[src/rtl/edge_frame_ctrl.sv]
// Frame sequencer for the grayscale/Sobel edge pipeline: admits one frame of source
// pixels into the pipeline and drains exactly one frame of edge pixels to the sink.
module edge_frame_ctrl #(
  parameter int WIDTH          = 720,
  parameter int HEIGHT         = 540,
  parameter int DATA_WIDTH     = 24,
  parameter int TIMEOUT_CYCLES = 65535,
  localparam int TOTAL = WIDTH * HEIGHT,
  localparam int CW    = $clog2(TOTAL + 1),
  localparam int OW    = DATA_WIDTH / 3
) (
  input  logic                  clock,
  input  logic                  reset,
  input  logic                  start,
  input  logic                  src_valid,
  input  logic [DATA_WIDTH-1:0] src_data,
  output logic                  src_ready,
  output logic                  pipe_wr_en,
  output logic [DATA_WIDTH-1:0] pipe_din,
  input  logic                  pipe_full,
  input  logic                  pipe_out_empty,
  output logic                  pipe_out_rd_en,
  input  logic [OW-1:0]         pipe_out_dout,
  output logic                  sink_valid,
  output logic [OW-1:0]         sink_data,
  input  logic                  sink_ready,
  output logic                  busy,
  output logic                  frame_done,
  output logic                  error,
  output logic [CW-1:0]         in_count,
  output logic [CW-1:0]         out_count
);

  localparam int WW = $clog2(TIMEOUT_CYCLES + 1);
  localparam logic [CW-1:0] TOTAL_C   = CW'(TOTAL);
  localparam logic [CW-1:0] LAST_C    = CW'(TOTAL - 1);
  localparam logic [CW-1:0] ONE_C     = CW'(1);
  localparam logic [WW-1:0] TIMEOUT_C = WW'(TIMEOUT_CYCLES);
  localparam logic [WW-1:0] WD_ONE_C  = WW'(1);

  typedef enum logic [2:0] {
    S_IDLE  = 3'd0,
    S_RUN   = 3'd1,
    S_DRAIN = 3'd2,
    S_DONE  = 3'd3,
    S_ERROR = 3'd4
  } state_t;

  state_t          state_r;
  logic [CW-1:0]   in_count_r;
  logic [CW-1:0]   out_count_r;
  logic [WW-1:0]   wd_r;
  logic            sink_valid_r;
  logic [OW-1:0]   sink_data_r;
  logic            busy_r;
  logic            frame_done_r;
  logic            error_r;

  logic            active_s;
  logic            src_ready_s;
  logic            wr_s;
  logic            room_s;
  logic            load_s;
  logic            hs_s;

  // The word already held in the output register counts against the frame, so
  // nothing beyond the last pixel of this frame is ever popped.
  assign active_s    = (state_r == S_RUN) || (state_r == S_DRAIN);
  assign src_ready_s = (state_r == S_RUN) && !pipe_full && (in_count_r < TOTAL_C);
  assign wr_s        = src_valid && src_ready_s;
  assign room_s      = ({1'b0, out_count_r} + {{CW{1'b0}}, sink_valid_r}) < {1'b0, TOTAL_C};
  assign load_s      = active_s && !pipe_out_empty && room_s && (!sink_valid_r || sink_ready);
  assign hs_s        = sink_valid_r && sink_ready;

  assign src_ready      = src_ready_s;
  assign pipe_wr_en     = wr_s;
  assign pipe_din       = src_data;
  assign pipe_out_rd_en = load_s;
  assign sink_valid     = sink_valid_r;
  assign sink_data      = sink_data_r;
  assign busy           = busy_r;
  assign frame_done     = frame_done_r;
  assign error          = error_r;
  assign in_count       = in_count_r;
  assign out_count      = out_count_r;

  // Frame FSM together with the counters, watchdog and output register it controls.
  always_ff @(posedge clock or negedge reset) begin
    if (!reset) begin
      state_r      <= S_IDLE;
      in_count_r   <= {CW{1'b0}};
      out_count_r  <= {CW{1'b0}};
      wd_r         <= {WW{1'b0}};
      sink_valid_r <= 1'b0;
      sink_data_r  <= {OW{1'b0}};
      busy_r       <= 1'b0;
      frame_done_r <= 1'b0;
      error_r      <= 1'b0;
    end else begin
      frame_done_r <= 1'b0;
      if (wr_s) begin
        in_count_r <= in_count_r + ONE_C;
      end
      if (hs_s) begin
        out_count_r <= out_count_r + ONE_C;
      end
      if (load_s) begin
        sink_valid_r <= 1'b1;
        sink_data_r  <= pipe_out_dout;
      end else if (hs_s) begin
        sink_valid_r <= 1'b0;
      end

      case (state_r)
        S_IDLE, S_ERROR: begin
          if (start) begin
            state_r     <= S_RUN;
            in_count_r  <= {CW{1'b0}};
            out_count_r <= {CW{1'b0}};
            wd_r        <= {WW{1'b0}};
            busy_r      <= 1'b1;
            error_r     <= 1'b0;
          end
        end
        S_RUN: begin
          if (wr_s && (in_count_r == LAST_C)) begin
            state_r <= S_DRAIN;
            wd_r    <= {WW{1'b0}};
          end
        end
        S_DRAIN: begin
          // The output side may already have finished while input was still arriving.
          if ((out_count_r == TOTAL_C) || (hs_s && (out_count_r == LAST_C))) begin
            state_r      <= S_DONE;
            busy_r       <= 1'b0;
            frame_done_r <= 1'b1;
          end else if (wd_r == TIMEOUT_C) begin
            state_r      <= S_ERROR;
            busy_r       <= 1'b0;
            error_r      <= 1'b1;
            sink_valid_r <= 1'b0;
          end else if (hs_s) begin
            wd_r <= {WW{1'b0}};
          end else begin
            wd_r <= wd_r + WD_ONE_C;
          end
        end
        S_DONE: begin
          state_r <= S_IDLE;
        end
        default: begin
          state_r <= S_IDLE;
        end
      endcase
    end
  end

endmodule

[config.mk]
export PLATFORM = sky130hd
export DESIGN_NAME = edge_frame_ctrl
export DESIGN_NICKNAME = d
export VERILOG_FILES = /design/src/rtl/edge_frame_ctrl.sv
export SDC_FILE = /design/constraint.sdc
export NUM_CORES = 1
export LEC_CHECK = 0
export ABC_AREA = 1
export ABC_CLOCK_PERIOD_IN_PS = 5100
export BUFFER_PORTS_ARGS = -buffer_cell sky130_fd_sc_hd__buf_2
export CORE_ASPECT_RATIO = 0.5
export CORE_UTILIZATION = 46
export CTS_BUF_LIST = sky130_fd_sc_hd__clkbuf_16
export CTS_CLUSTER_SIZE = 16
export DETAILED_ROUTE_END_ITERATION = 12
export PLACE_DENSITY = 0.71
export REMOVE_ABC_BUFFERS = 1
export SYNTH_ARGS = -nofsm -noshare
export SYNTH_HDL_FRONTEND = slang
export SYNTH_SLANG_ARGS = --single-unit
[constraint.sdc]
create_clock -name clock -period 5.1 [get_ports clock]
set_clock_uncertainty 0.2 [all_clocks]
set_input_delay 0.765 -clock clock [delete_from_list [all_inputs] [get_ports clock]]
set_output_delay 0.765 -clock clock [all_outputs]
set_load 0.005 [all_outputs]
* Word-level counts from Yosys, hierarchy flattened
Index checks and enable logic that the tools add are counted.
Word-level totals: output and inout bits 77, logic and storage cells 83, register bits 69, input bits 39
Operators by class: eq/ne operators 13, $add $sub $neg 4, $lt $le $gt $ge 2, reductions and logical operators 23, muxes and demuxes 32
Operators by type and width (count):
- 19-bit two-way mux | 6
- 16-bit two-way mux | 5
- 19-bit equality test (second input constant) | 3
- 16-bit case mux with 3 select lines | 1
- 19-bit by 1-bit adder with 19-bit output (second input constant) | 2
- 19-bit by 1-bit adder with 20-bit output | 1
- 20-bit by 19-bit < comparator with 1-bit output (second input constant) | 1
- 19-bit < comparator (second input constant) | 1
- 16-bit by 1-bit adder with 16-bit output (second input constant) | 1
- 16-bit equality test (second input constant) | 1
- 1-bit two-way mux | 13
- 3-bit two-way mux | 4
- 1-bit logical AND | 9
- 3-bit case mux with 3 select lines | 1
- 2-bit != test (second input constant) | 3
- 3-bit AND reduction | 2
- 5-bit AND reduction | 1
- 2-bit by 1-bit != test with 1-bit output (second input constant) | 2
- 1-bit case mux with 2 select lines | 2
- 4-bit AND reduction | 1
- 3-bit by 1-bit equality test with 1-bit output (second input constant) | 1
- 3-bit by 2-bit equality test with 1-bit output (second input constant) | 1
- 3-bit equality test (second input constant) | 1
- 1-bit logical NOT | 3
- 6 further kinds | 8

* Longest topological paths before layout
word-level depth 9, depth in mapped cells 15, depth with buffers taken out 13

* Least setup slack after synthesis
OpenSTA, ideal clock, no wires.
kind input to output, from input sink_ready, to output pipe_out_rd_en, data required time 4.135 ns, path buffers 1, path slack 2.341 ns, cell stages on the path 11, arrival time 1.794 ns, cell sequence buf_4 -> inv_1 -> nand2_1 -> inv_1 -> a211oi_1 -> nand2_1 -> inv_1 -> nand2_1 -> nor2_8 -> nand2_8 -> inv_1
Between the ends: longest elaborated chain between the ends 2
RTL lines:
- start: declaration | RTL line 26 | input logic sink_ready,
- 1-bit logical OR | RTL line 72 | assign load_s = active_s && !pipe_out_empty && room_s && (!sink_valid_r || sink_ready);
- 1-bit logical AND | RTL line 72
- end: declaration | RTL line 22 | output logic pipe_out_rd_en,
Every way passes these cells.

* Final worst setup path
from register sink_valid_r, in the netlist sink_valid, to output pipe_out_rd_en
Between the ends: longest elaborated chain between the ends 4, elaborated cells on any way between the ends 6, classes of those cells add/sub: 1; order compare: 1; reduce/logical: 4
RTL lines:
- start: declaration | RTL line 53 | logic sink_valid_r;
- start signal: assignment | RTL line 94 | sink_valid_r <= 1'b0;
- start signal: assignment | RTL line 108 | sink_valid_r <= 1'b1;
- start signal: assignment | RTL line 111 | sink_valid_r <= 1'b0;
- 19-bit by 1-bit adder with 20-bit output | RTL line 71 | assign room_s = ({1'b0, out_count_r} + {{CW{1'b0}}, sink_valid_r}) < {1'b0, TOTAL_C};
- 20-bit by 19-bit < comparator with 1-bit output | RTL line 71
- 1-bit logical AND | RTL line 72
- 1-bit logical AND * | RTL line 72
Mark *: on every way between the ends. The rest lies on a longest branch, timed or not.

==> results.txt <==
Root Driver = clkbuf_16
worst reg2reg path depth = 12
synthesized area per cell = 7.42 sq um
fin cells = 782
die span in x = 141 um
HP Class = reg -> reg
die area = 10100 sq um
Synth area leaders = dfrtp_1, nand2_1, inv_1
layout cells sized above 1 = 20.7%
DR vias = 4004
flop2flop setup slack = 2.62 ns
All-Layer GR Usage = 23.1%
DRC violations left = 0
Highest Clock Rate = 302 MHz
routed len/inst = 13.8 um
DP HPWL = 7780 um
Initial Util = 49.3%
final period utilization = 64.9%
status = complete, no violations
fillcell total = 853
clk sinks = 69
CP Launch Type = flop
max-cap violations = 0
die height = 71.6 um
worst skew pair latency = 0.33 ns
peak supply drop = 217 uV
Hold EP = sink_data[4]
largest net degree at the start of global routing = 70
critical path required time = 4.14 ns
Crit. End Element = output port
hold path depth = 2
Clk pin slew, worst setup/hold paths = 0.05 ns
CTS tree = yes
sequential-to-total area share from yosys stat = 38.8%
vias in the first global route = 3710
Rel. slew slack = 40.8%
multi-input logic area = 2200 sq um
Final TNS setup = 0 ns
R2R Path Start = sink_valid
hold_buf cts = 0
Final setup violation count = 0
critical path class = reg -> out
ant diodes = 0
area grow syn2layout = 12.3%
DRT Pass-1 Iters = 5
Cells after Synth = 600
global placement routability congestion = 0.919
core area = 9040 sq um
Mapped Area = 4450 sq um
post-synth cell types = 41
Row Count = 24
FF/Latch Area = 1730 sq um
Nets = 690
H-tree levels = 3
register bit total from synthesis = 69
Power Density = 340 nW/um^2
I/O pin count = 116
I/O Buffers = 67
GRT Residual Overflow = 0
top fanout value on the critical path = 10
Critical R2R Capture = wd_r[6]
placed insts = 766
final slew viol count = 0
Gates resized, CTS repair = 0
number of antenna violations at the first check in global routing = 0
Iter 0 DRT Violations = 252
area share of the largest cell type after synthesis = 38.8%
RSZ-0062 raised after global routing = false
remaining antenna violation count = 0
via density per instance = 5.12
area leader, netlist = dfrtp_1
final hold vios = 0
final WL = 10800 um
hold path start = sink_data[4]
Leak = 2.47 nW
CTS Buffer Depth = 2
Worst EP arrival = 2.35 ns
CTS buffer count = 9
first-pass GRT wire length = 18100 um
actual slew at the worst max-slew pin = 0.887 ns
hold slack = 0.266 ns
Post-CTS Setup Bufs = 0
YS warnings = 0
Final Critical Period = 3.31 ns
[power breakdown]
group	switching [W]	total [W]	internal (W)
combinational	0.000226	0.000376	0.000150
clock	0.000226	0.000596	0.000370
sequential	0.000101	0.000730	0.000629
total	0.000553	0.00170	0.00115
[through the flow]
stage / setup WS [ns] / total power [W] / util, % / cell area [sq um]
after floorplan: 2.48 / 0.000954 / - / 4210
after global placement: 2.10 / 0.00111 / 52.2 / 4720
after detailed placement: 2.02 / 0.00112 / 52.2 / 4720
after CTS: 1.80 / 0.00172 / 55.3 / 5000
after global routing: 1.56 / 0.00181 / 55.3 / 5000
final: 1.79 / 0.00170 / 55.3 / 5000
[kinds of logic (layout without fill, tap and decap cells)]
group / after synthesis / in the layout / share of synthesized area [%]
AOI/OAI and AO/OA: 81 / 81 / 10.9
xor gates and xnor gates: 13 / 13 / 2.56
adders and majority gates: 4 / 4 / 1.12
buffers and inverters: 108 / 160 / 11.9
DFF: 69 / 69 / 38.8
and+or+nand+nor: 325 / 325 / 34.8
[sequential cells by signal (all words and copies together) (netlist names)]
signal	cells
in_count	19
out_count	19
wd_r	16
sink_data	8
state_r	3
busy	1
error	1
frame_done	1
sink_valid	1
[routing by layer]
metal / vias to the layer above / wire, um / global-route usage, %
li1: 2009 / - / -
met1: 1857 / 5100 / 31.4
met2: 121 / 4770 / 35.5
met3: 17 / 790 / 6.82
met4: 0 / 155 / 7.00
met5: - / 0 / 1.91
[worst max-delay path: stages, from the launching register on]
cell	delay, ns
dfrtp_1	0.48
nand2_1	0.15
nor2_4	0.21
nand2_4	0.11
nor2_4	0.18
nand3b_1	0.10
nand2_1	0.07
nand3_1	0.08
nor2_1	0.21
nand2_4	0.15
nand2_8	0.13
inv_1	0.04
buf_2	0.12
[cell usage in the layout, fill, tap and decap left out, types with 3 or more instances in the layout]
cell type / instances
nor2_4: 5
nor2_1: 67
nand2_4: 3
nand2_2: 11
nand4_1: 11
nor3b_1: 3
nand3_1: 47
nand2_1: 136
xor2_1: 9
nor3_1: 14
nand3b_1: 3
inv_1: 74
a21oi_1: 29
ha_1: 4
nor4_1: 3
nor2_2: 10
xnor2_1: 4
clkinv_1: 3
nand3_2: 5
o21ai_2: 10
o21ai_0: 29
clkbuf_16: 9
dfrtp_1: 69
buf_2: 67
[final cells by class]
cell class                      instances  area share [%]
Clock inverter                          7            1.15
Tap cell                              130            3.25
Inverter                               75            5.63
Multi-Input combinational cell        423            43.9
Clock buffer                            9            4.50
Timing Repair Buffer                   69            7.01
Sequential cell                        69            34.5
[synthesized netlist by cell type (all sizes together)]
library cell,n
nor4,3
nand4,11
a21oi,30
inv,75
o21bai,3
nand2,151
or3b,2
dfrtp,69
o2111ai,1
a31oi,1
clkbuf,4
o21ai,40
nand3b,3
nor2,83
xnor2,4
nor3b,3
o211ai,2
or2,2
xor2,9
nand3,52
o21a,2
nor3,14
ha,4
a211oi,2
buf,29
or3,1
[worst max path at each step]
stage	endpoint	start	depth (start not counted)
floorplan	pipe_out_rd_en	sink_ready	10
global placement	pipe_out_rd_en	sink_ready	12
detailed placement	pipe_out_rd_en	sink_ready	12
CTS	pipe_out_rd_en	sink_valid	12
global route	pipe_out_rd_en	sink_valid	12
finish	pipe_out_rd_en	sink_valid	12
Note: power is estimated with default switching activity, not from simulation.
